<file path="config.mk">
export PLATFORM = sky130hd
export DESIGN_NAME = rah_rr_scheduler
export DESIGN_NICKNAME = d
export VERILOG_FILES = /design/src/rtl/rah_rr_scheduler_pkg.sv /design/src/rtl/rah_rr_pick.sv /design/src/rtl/rah_rr_scheduler.sv
export SDC_FILE = /design/constraint.sdc
export NUM_CORES = 1
export LEC_CHECK = 0
export BUFFER_PORTS_ARGS = -buffer_cell sky130_fd_sc_hd__buf_2
export CORE_MARGIN = 2
export CORE_UTILIZATION = 25
export DETAILED_ROUTE_END_ITERATION = 12
export SYNTH_ARGS = -nofsm -noshare
export SYNTH_HDL_FRONTEND = slang
export SYNTH_SLANG_ARGS = --single-unit
</file>
<file path="constraint.sdc">
create_clock -name clk -period 4.2 [get_ports clk]
set_clock_uncertainty 0.2 [all_clocks]
set_input_delay 0.42 -clock clk [delete_from_list [all_inputs] [get_ports clk]]
set_output_delay 0.42 -clock clk [all_outputs]
set_load 0.02 [all_outputs]
</file>
<file path="src/rtl/rah_rr_scheduler_pkg.sv">
`default_nettype none
// ============================================================================
// Module      : rah_rr_scheduler_pkg
// Description : Shared defaults, state encoding and helpers for the RAH
//               round-robin scheduler and its rotating-priority finder.
// Revision    : 1.0 - initial release
// ============================================================================
package rah_rr_scheduler_pkg;

    // Default number of application queues sharing the transfer path
    localparam int c_total_apps     = 4;
    // Default bits per app weight (frames per turn)
    localparam int c_weight_width   = 4;
    // Default watchdog limit in cycles (0 disables the watchdog)
    localparam int c_timeout_cycles = 1024;

    // Scheduler states, explicitly encoded in two bits
    typedef enum logic [1:0] {
        ST_IDLE   = 2'd0,
        ST_ACTIVE = 2'd1,
        ST_SETTLE = 2'd2
    } sched_state_e;

    // Index width for n apps, never narrower than one bit
    function automatic int app_id_width(input int n);
        return (n > 1) ? $clog2(n) : 1;
    endfunction

endpackage : rah_rr_scheduler_pkg
`default_nettype wire

</file>
<file path="src/rtl/rah_rr_pick.sv">
`default_nettype none
// ============================================================================
// Module      : rah_rr_pick
// Description : Combinational rotating-priority finder. Returns the first
//               set request scanning ptr, ptr+1 ... N-1, 0 ... ptr-1.
// Revision    : 1.0 - initial release
// ============================================================================
module rah_rr_pick #(
    parameter int N   = 4,
    parameter int IDW = 2
) (
    input  logic [N-1:0]   req,
    input  logic [IDW-1:0] ptr,
    output logic           found,
    output logic [IDW-1:0] index
);

    logic [2*N-1:0] w_req_dbl;
    logic [N-1:0]   w_req_rot;
    logic [IDW-1:0] w_offset;
    logic [IDW:0]   w_sum;

    // Rotate the request vector so bit 0 corresponds to the pointer position
    assign w_req_dbl = {req, req};
    assign w_req_rot = N'(w_req_dbl >> ptr);

    // Lowest set bit of the rotated vector is the winner's distance from ptr
    always_comb begin
        found    = 1'b0;
        w_offset = '0;
        for (int k = N - 1; k >= 0; k--) begin
            if (w_req_rot[k]) begin
                found    = 1'b1;
                w_offset = IDW'(k);
            end
        end
    end

    // Translate the distance back to an absolute index, wrapping modulo N
    assign w_sum = {1'b0, ptr} + {1'b0, w_offset};
    assign index = (w_sum >= (IDW + 1)'(N)) ? IDW'(w_sum - (IDW + 1)'(N))
                                             : w_sum[IDW-1:0];

endmodule : rah_rr_pick
`default_nettype wire

</file>
<file path="src/rtl/rah_rr_scheduler.sv">
`default_nettype none
// ============================================================================
// Module      : rah_rr_scheduler
// Description : Weighted round-robin scheduler granting the RAH frame
//               transfer path to one application queue at a time, with a
//               per-app frame credit and a watchdog for hung grants.
// Revision    : 1.0 - initial release
// ============================================================================
module rah_rr_scheduler
    import rah_rr_scheduler_pkg::*;
#(
    parameter int TOTAL_APPS     = c_total_apps,
    parameter int APP_ID_WIDTH   = app_id_width(TOTAL_APPS),
    parameter int WEIGHT_WIDTH   = c_weight_width,
    parameter int TIMEOUT_CYCLES = c_timeout_cycles
) (
    input  logic                               clk,
    input  logic                               rst_n,
    input  logic                               enable,
    input  logic [TOTAL_APPS-1:0]              app_req,
    input  logic [TOTAL_APPS*WEIGHT_WIDTH-1:0] app_weight,
    input  logic                               frame_done,
    output logic                               sel_valid,
    output logic                               sel_start,
    output logic [APP_ID_WIDTH-1:0]            sel_app_id,
    output logic [TOTAL_APPS-1:0]              sel_onehot,
    output logic                               timeout,
    output logic                               err_spurious_done
);

    localparam int c_timer_w = (TIMEOUT_CYCLES > 0) ? $clog2(TIMEOUT_CYCLES + 1) : 1;
    localparam logic [c_timer_w-1:0] c_timer_last =
        c_timer_w'((TIMEOUT_CYCLES > 0) ? TIMEOUT_CYCLES - 1 : 0);
    localparam logic [APP_ID_WIDTH-1:0] c_last_app = APP_ID_WIDTH'(TOTAL_APPS - 1);
    localparam bit c_wdog_en = (TIMEOUT_CYCLES > 0);

    sched_state_e             r_state;
    logic [APP_ID_WIDTH-1:0]  r_ptr;
    logic [APP_ID_WIDTH-1:0]  r_cur;
    logic [WEIGHT_WIDTH-1:0]  r_credit;
    logic [c_timer_w-1:0]     r_timer;
    logic                     r_sel_valid;
    logic                     r_sel_start;
    logic [TOTAL_APPS-1:0]    r_sel_onehot;
    logic                     r_err;

    logic [WEIGHT_WIDTH-1:0]  w_weight [TOTAL_APPS];
    logic [APP_ID_WIDTH-1:0]  w_ptr_rot;
    logic [APP_ID_WIDTH-1:0]  w_pick_ptr;
    logic                     w_found;
    logic [APP_ID_WIDTH-1:0]  w_win;
    logic [WEIGHT_WIDTH-1:0]  w_load_credit;
    logic                     w_timer_hit;
    logic                     w_regrant;

    // Unpack the flat weight bus into one entry per app
    generate
        for (genvar gi = 0; gi < TOTAL_APPS; gi++) begin : g_weight
            assign w_weight[gi] = app_weight[gi*WEIGHT_WIDTH +: WEIGHT_WIDTH];
        end
    endgenerate

    // When a turn ends in SETTLE the search starts just past the current app,
    // so the rotated pointer is used for arbitration in that same cycle
    assign w_ptr_rot  = (r_cur == c_last_app) ? '0 : r_cur + 1'b1;
    assign w_pick_ptr = (r_state == ST_SETTLE) ? w_ptr_rot : r_ptr;

    rah_rr_pick #(
        .N   (TOTAL_APPS),
        .IDW (APP_ID_WIDTH)
    ) u_pick (
        .req   (app_req),
        .ptr   (w_pick_ptr),
        .found (w_found),
        .index (w_win)
    );

    // A zero weight still earns one frame per turn
    assign w_load_credit = (w_weight[w_win] == '0) ? WEIGHT_WIDTH'(1) : w_weight[w_win];
    assign w_timer_hit   = c_wdog_en && (r_timer == c_timer_last);
    assign w_regrant     = enable && (r_credit != '0) && app_req[r_cur];

    // Scheduler state machine with registered grant outputs
    always_ff @(posedge clk or negedge rst_n) begin
        if (!rst_n) begin
            r_state      <= ST_IDLE;
            r_ptr        <= '0;
            r_cur        <= '0;
            r_credit     <= '0;
            r_timer      <= '0;
            r_sel_valid  <= 1'b0;
            r_sel_start  <= 1'b0;
            r_sel_onehot <= '0;
        end else begin
            r_sel_start <= 1'b0;
            case (r_state)
                ST_IDLE: begin
                    if (enable && w_found) begin
                        r_state      <= ST_ACTIVE;
                        r_cur        <= w_win;
                        r_credit     <= w_load_credit;
                        r_timer      <= '0;
                        r_sel_valid  <= 1'b1;
                        r_sel_start  <= 1'b1;
                        r_sel_onehot <= TOTAL_APPS'(1) << w_win;
                    end
                end
                ST_ACTIVE: begin
                    r_timer <= r_timer + 1'b1;
                    if (frame_done) begin
                        r_credit     <= (r_credit != '0) ? r_credit - 1'b1 : '0;
                        r_state      <= ST_SETTLE;
                        r_sel_valid  <= 1'b0;
                        r_sel_onehot <= '0;
                    end else if (w_timer_hit) begin
                        r_credit     <= '0;
                        r_state      <= ST_SETTLE;
                        r_sel_valid  <= 1'b0;
                        r_sel_onehot <= '0;
                    end
                end
                ST_SETTLE: begin
                    r_timer <= '0;
                    if (w_regrant) begin
                        r_state      <= ST_ACTIVE;
                        r_sel_valid  <= 1'b1;
                        r_sel_start  <= 1'b1;
                        r_sel_onehot <= TOTAL_APPS'(1) << r_cur;
                    end else begin
                        r_ptr    <= w_ptr_rot;
                        r_credit <= '0;
                        if (enable && w_found) begin
                            r_state      <= ST_ACTIVE;
                            r_cur        <= w_win;
                            r_credit     <= w_load_credit;
                            r_sel_valid  <= 1'b1;
                            r_sel_start  <= 1'b1;
                            r_sel_onehot <= TOTAL_APPS'(1) << w_win;
                        end else begin
                            r_state <= ST_IDLE;
                        end
                    end
                end
                default: begin
                    r_state      <= ST_IDLE;
                    r_sel_valid  <= 1'b0;
                    r_sel_onehot <= '0;
                end
            endcase
        end
    end

    // Sticky flag for completions that arrive with no grant outstanding
    always_ff @(posedge clk or negedge rst_n) begin
        if (!rst_n) begin
            r_err <= 1'b0;
        end else if (frame_done && (r_state != ST_ACTIVE)) begin
            r_err <= 1'b1;
        end
    end

    // The watchdog pulse is decoded on the last allowed ACTIVE cycle so it
    // lines up with the grant it aborts; a same-cycle completion suppresses it
    assign timeout = (r_state == ST_ACTIVE) && w_timer_hit && !frame_done;

    assign sel_valid         = r_sel_valid;
    assign sel_start         = r_sel_start;
    assign sel_app_id        = r_cur;
    assign sel_onehot        = r_sel_onehot;
    assign err_spurious_done = r_err;

endmodule : rah_rr_scheduler
`default_nettype wire

</file>
# Yosys cells after proc, flatten, opt, wreduce, memory -nomap -nowiden
# Cells that the tools add are included.
# word_totals
reg_bits	28
inputBits	24
out_inout_bits	10
word_cells	94
# op_classes
n_addsub	5
magnitude_cmp	3
n_eq_ne	8
shift	3
muxes	47
n_bitwise	2
reduce_logical	17
# op_table
cell	n
two-way mux 4 bit	12
case mux 11 bit (3 select lines)	1
two-way mux 2 bit	12
case mux 4 bit (3 select lines)	2
two-way mux 1 bit	13
adder 11 x 1 -> 11 bit, second input constant	1
== test 11 x 10 -> 1 bit, second input constant	1
two-way mux 11 bit	1
binary-select mux 4 bit (select 2 bit)	1
AND reduction 2 bit	4
<< shifter 1 x 2 -> 4 bit, first input constant	2
right shift 8 x 2 -> 4 bit	1
>= comparator 3 bit, second input constant	2
logical AND 1 bit	6
case mux 2 bit (3 select lines)	1
== test 2 bit, second input constant	2
logical NOT 4 bit	1
inequality test 2 bit, second input constant	2
case mux 2 bit (2 select lines)	1
AND reduction 4 bit	1
nonzero test 4 bit	1
subtractor 4 x 1 -> 4 bit, second input constant	1
adder 2 x 2 -> 3 bit	1
less-than comparator 2 x 3 -> 1 bit, second input constant	1
14 further kinds	14

# Longest topological paths before layout
# depth
ltp_word	20
mapped_depth	15
ltp_nobuf	14

# Cells and area by module
# A second synthesis with hierarchy kept.
# unflattened
cells_unflattened	217
area_unflattened_um2	2023.2
# by_module_without_submodules
mod	n_inst	cells_each	area_per_inst_um2	seq_area_each_um2
rah_rr_scheduler	1	194	1843.0	700.7
rah_rr_pick	1	23	180.2	0.0

# Worst setup path after synthesis
# OpenSTA, ideal clock, no wires.
# synth_path
path_kind	register to register
start	register r_cur[0] (netlist: sel_app_id[0])
end	register r_credit[0]
setup_ns	0.067
t_arrival_ns	3.207
required_ns	3.933
slack_ns	0.726
stages_incl_launch_ff	15
path_buffers	0
period_less_slack_ns	3.474
cell_sequence	dfrtp_1 > inv_1 > ha_1 > mux2i_1 > o21ai_0 > a21oi_1 > o21ai_0 > nand2_1 > ha_1 > inv_1 > o21a_1 > a211oi_4 > mux4_1 > nor4b_1 > o41a_1
# synth_between
elab_chain_len	20
elab_cells_between_ends	34
cone_classes	add/sub (3); order compare (1); eq/ne (3); shift (1); mux (21); bitwise (1); reduce/logical (4)
# synth_lines
item	line	source
start, declared	rah_rr_scheduler.sv:39	logic [APP_ID_WIDTH-1:0] r_cur;
start signal, assigned	rah_rr_scheduler.sv:100	r_cur <= w_win;
start signal, assigned	rah_rr_scheduler.sv:134	r_cur <= w_win;
adder 2 x 1 -> 2 bit or == test 2 bit (tied branches)	rah_rr_scheduler.sv:65	assign w_ptr_rot = (r_cur == c_last_app) ? '0 : r_cur + 1'b1;
two-way mux 2 bit (*)	rah_rr_scheduler.sv:65	
via w_ptr_rot[1]	rah_rr_scheduler.sv:48	logic [APP_ID_WIDTH-1:0] w_ptr_rot;
two-way mux 2 bit (*)	rah_rr_scheduler.sv:66	assign w_pick_ptr = (r_state == ST_SETTLE) ? w_ptr_rot : r_ptr;
right shift 8 x 2 -> 4 bit	rah_rr_pick.sv:25	assign w_req_rot = N'(w_req_dbl >> ptr);
two-way mux 2 bit (4 in series)	rah_rr_pick.sv:32	if (w_req_rot[k]) begin
adder 2 x 2 -> 3 bit	rah_rr_pick.sv:40	assign w_sum = {1'b0, ptr} + {1'b0, w_offset};
>= comparator 3 bit or subtractor 2 x 1 -> 2 bit (tied branches)	rah_rr_pick.sv:41	assign index = (w_sum >= (IDW + 1)'(N)) ? IDW'(w_sum - (IDW + 1)'(N))
two-way mux 2 bit	rah_rr_pick.sv:41	
NOT 2 -> 3 bit (implied by the code)	rah_rr_scheduler.sv:79	assign w_load_credit = (w_weight[w_win] == '0) ? WEIGHT_WIDTH'(1) : w_weight[w_win];
binary-select mux 4 bit (select 2 bit)	rah_rr_scheduler.sv:79	
two-way mux 4 bit (implied by the code) (2 in series)	rah_rr_scheduler.sv:79	
logical NOT 4 bit	rah_rr_scheduler.sv:79	
two-way mux 4 bit	rah_rr_scheduler.sv:79	
two-way mux 4 bit	rah_rr_scheduler.sv:132	if (enable && w_found) begin
two-way mux 4 bit	rah_rr_scheduler.sv:124	if (w_regrant) begin
case mux 4 bit (3 select lines)	rah_rr_scheduler.sv:96	case (r_state)
end signal, assigned	rah_rr_scheduler.sv:101	r_credit <= w_load_credit;
end signal, assigned	rah_rr_scheduler.sv:111	r_credit <= (r_credit != '0) ? r_credit - 1'b1 : '0;
end signal, assigned	rah_rr_scheduler.sv:135	r_credit <= w_load_credit;
end, declared	rah_rr_scheduler.sv:40	logic [WEIGHT_WIDTH-1:0] r_credit;
# Mark *: on every way through the listed nets, which the timed path passes. The rest lies on a longest branch. The select of a mux whose other input is x is not followed.
# A chain may end at the register's enable or synchronous reset.

# Worst setup path after layout
# Ends and elaborated chain as after synthesis.

==> flow_summary_export.csv <==
group,metric,value,unit
status,status,"complete, no violations",
drt,finalWirelength,4480,um
placed_design,dp_slack,333,ps
logic_synthesis,synthMuxAreaShare,0.101,
logic_synthesis,synth_area_leaders,"dfrtp_1 (37%), ha_1 (7.9%), mux4_1 (5.5%)",
placed_design,dp_hpwl,3380,um
layout,fill_cells,806,
power_and_ir_drop,p_seq_frac,0.261,
clock_network,cts.sinks,28,
drt,drt_iter0_markers,136,
drt,vias_per_cell,4.95,
placed_design,place_area,0.00218,mm^2
drt,wl_per_cell,13.1,um
setup_path,worstPathArrival,3760,ps
die,core_area,0.00729,mm^2
clock_network,cts_max_level,1,
placed_design,numPortBuffers,33,
setup_path,cp-startpoint,"sel_app_id[0]$_DFFE_PN0P_",
placed_design,placedCellCount,336,
flow_run,maxCapViolCount,0,
setup_path,crit_required,4180,ps
global_routing,track_usage,0.110,
layout,final_util,0.311,
logic_synthesis,synth_top_family_by_area,"simple AND/OR/NAND/NOR gates",
layout,nNetsFinal,280,
timing,clock.fmax,265,MHz
logic_synthesis,synthArstFlopShare,1.00,
power_and_ir_drop,power_frac_clock,0.143,
timing,fin_crit_sh,0.900,
logic_synthesis,synth.distinct_cells,43,
logic_synthesis,syn_avg_cell_area,9.14,um^2
global_routing,grt_pass1_wl,7540,um
global_routing,antenna_found_initial,0,
die,fp.dieH,91.2,um
timing,finalHoldViolCount,0,
drt,dr_total_vias,1693,
power_and_ir_drop,p_int,0.873,mW
setup_path,start_kind,"flip-flop",
clock_network,numCtsBuffers,3,
timing,slew_headroom,0.243,
setup_path,r2r_cells,15,
power_and_ir_drop,vdd_ir_drop_max,0.299,mV
power_and_ir_drop,powerDensity,689,mW/mm^2
logic_synthesis,netlist_area,0.00190,mm^2
logic_synthesis,syn_nets,244,
logic_synthesis,synth_flop_cell,"dfrtp_1",
setup_path,rr_startpoint,"sel_app_id[0]$_DFFE_PN0P_",
layout,n_antenna_cell,0,
drt,post-route-drc-count,0,
die,dieArea,0.00832,mm^2
logic_synthesis,synth_area_leader_cell,"dfrtp_1",
timing,tightest_slew,1130,ps
layout,postLayoutCellArea,0.00227,mm^2
clock_network,cts_root_buf,"clkbuf_8",
logic_synthesis,synth-simple-area-share,0.199,
setup_path,crit_path_end_kind,"flip-flop",
logic_synthesis,yosysMostFrequentCell,"dfrtp_1",
setup_path,r2r-end,"r_credit[0]$_DFFE_PN0P_",
logic_synthesis,yosysWarnings,0,
clock_network,cts_tree,"done",
die,initial_core_util,0.261,
power_and_ir_drop,pwr-share-comb,0.596,
logic_synthesis,synthXorXnorAreaFrac,0.0368,
layout,final_cells,342,
timing,finalWorstSetupSlack,420,ps
timing,fin_tns_setup,0,ps
setup_path,crit_end,"r_credit[0]$_DFFE_PN0P_",
timing,finalCriticalPeriod,3780,ps
drt,postRouteAntennaNets,0,
setup_path,worstPathMaxFanout,9,
die,rows,31,
logic_synthesis,synth_edf_count,0,
logic_synthesis,ys_seq_elements,28,
clock_network,clock_path_buffers,2,
worst_hold_path,hold_class,"primary input to flip-flop",
die,io_pins,34,
die,dieWidth,91.2,um
timing,slew_violations,0,
logic_synthesis,synth-adder-area-share,0.0789,
logic_synthesis,synth_top_area_frac,0.368,
global_routing,grt_max_degree,29,
drt,dr.pass1.iters,4,
logic_synthesis,seq_area_frac_synth,0.368,
clock_network,clkLatencyLatePin,290,ps
setup_path,r2r_slack,420,ps
layout,area_growth,19.4,%
timing,grt_setup_unrepaired,"false",
power_and_ir_drop,switching_share,0.442,
setup_path,worst-setup-path-type,"flip-flop to flip-flop",
timing,setup_viol,0,
global_routing,grt_overflow,0,
power_and_ir_drop,leakage,1.02,nW
clock_network,clkTransAtPathRegs,100,ps
logic_synthesis,postSynthCellCount,208,
logic_synthesis,synth-compound-area-share,0.172,
logic_synthesis,yosys-top-cells-count,"dfrtp_1 (28), nand2_1 (22), nor2_1 (22)",
layout,drive_above_1_share,0.193,
placed_design,gp_congestion,0.829,
global_routing,grt_pass1_vias,1628,
power_and_ir_drop,power.switching,0.692,mW
## critical path, stage by stage, from the launching register on
cell and delay, ps:
dfrtp_1 500, inv_1 100, ha_1 350, mux2i_2 320, o21ai_0 140, a21oi_1 160, o21ai_0 100, nand2_1 70
ha_1 160, inv_1 70, o21a_1 140, a211oi_4 460, buf_4 210, mux2i_1 200, o22ai_1 120, o41a_1 370
## flip-flops by register name (all words and copies together), names as in the netlist
signal	cells
err_spurious_done	1
r_credit	4
r_ptr	2
r_state	2
r_timer	11
sel_app_id	2
sel_onehot	4
sel_start	1
sel_valid	1
## worst min path at each step
stage	endpoint	depth (start not counted)	startpoint	slack, ps
2_1_floorplan	err_spurious_done$_DFFE_PN0P_	0	rst_n	-80
3_3_place_gp	err_spurious_done$_DFFE_PN0P_	1	err_spurious_done$_DFFE_PN0P_	230
3_5_place_dp	err_spurious_done$_DFFE_PN0P_	1	err_spurious_done$_DFFE_PN0P_	240
4_1_cts	err_spurious_done$_DFFE_PN0P_	2	frame_done	210
5_1_grt	err_spurious_done$_DFFE_PN0P_	2	frame_done	220
6_report	err_spurious_done$_DFFE_PN0P_	2	frame_done	210
## power by group through the flow
stage / clock, mW / sequential (mW) / combinational, mW
2_1_floorplan: 0 / 0.428 / 0.674
3_3_place_gp: 0 / 0.409 / 0.879
3_5_place_dp: 0 / 0.414 / 0.899
4_1_cts: 0.226 / 0.408 / 0.912
5_1_grt: 0.233 / 0.421 / 1.04
6_report: 0.223 / 0.409 / 0.933
## cells in the final DEF (no fill, tap or decap), types with 4 or more instances in the layout
cell | netlist | routed
inv_1 | 15 | 15
xor2_1 | 7 | 7
nand3_1 | 8 | 8
a22oi_1 | 4 | 4
buf_2 | 0 | 33
ha_1 | 12 | 12
o21ai_0 | 20 | 20
mux4_1 | 4 | 4
a21oi_1 | 10 | 10
nand4_1 | 5 | 5
nor2_1 | 22 | 22
nand2_1 | 22 | 22
dfrtp_1 | 28 | 28
and2_1 | 4 | 4
## metrics by stage
| step | hold slack [ps] | total power, mW |
|---|---|---|
| after global routing | 219 | 1.70 |
| after global placement | 235 | 1.29 |
| after floorplan | -75.6 | 1.10 |
| after detailed placement | 240 | 1.31 |
| final | 205 | 1.56 |
| after CTS | 213 | 1.55 |
## layer usage
layer / up-vias / global-route usage / wire, um
li1: 820 / - / -
met1: 813 / 0.136 / 1980
met2: 51 / 0.194 / 2220
met3: 9 / 0.00830 / 158
met4: 0 / 0.0505 / 116
met5: - / 0 / 0
## cells by family after synthesis
logic type,Yosys count
AOI/OAI and AO/OA,50
xor gates and xnor gates,8
adders and majority gates,12
buffers and inverters,20
DFF,28
muxes,11
and+or+nand+nor,79
## final cells by class
cell class	instances	area, um^2	share of cell area
repair buffers	36	190	0.0837
multi-input cells	160	1130	0.497
flip-flops and latches	28	701	0.309
inverters	15	56.3	0.0248
clock inverters	1	30.0	0.0132
well taps	99	124	0.0545
clock buffers	3	41.3	0.0182
## timing repair
action	CTS	global route
endpoints found under the setup margin	0	1
gates resized for setup	0	1
buffers inserted	0	1
hold endpoints to repair	28	0
hold buffers	1	0
Note: power is estimated with default switching activity, not from simulation.
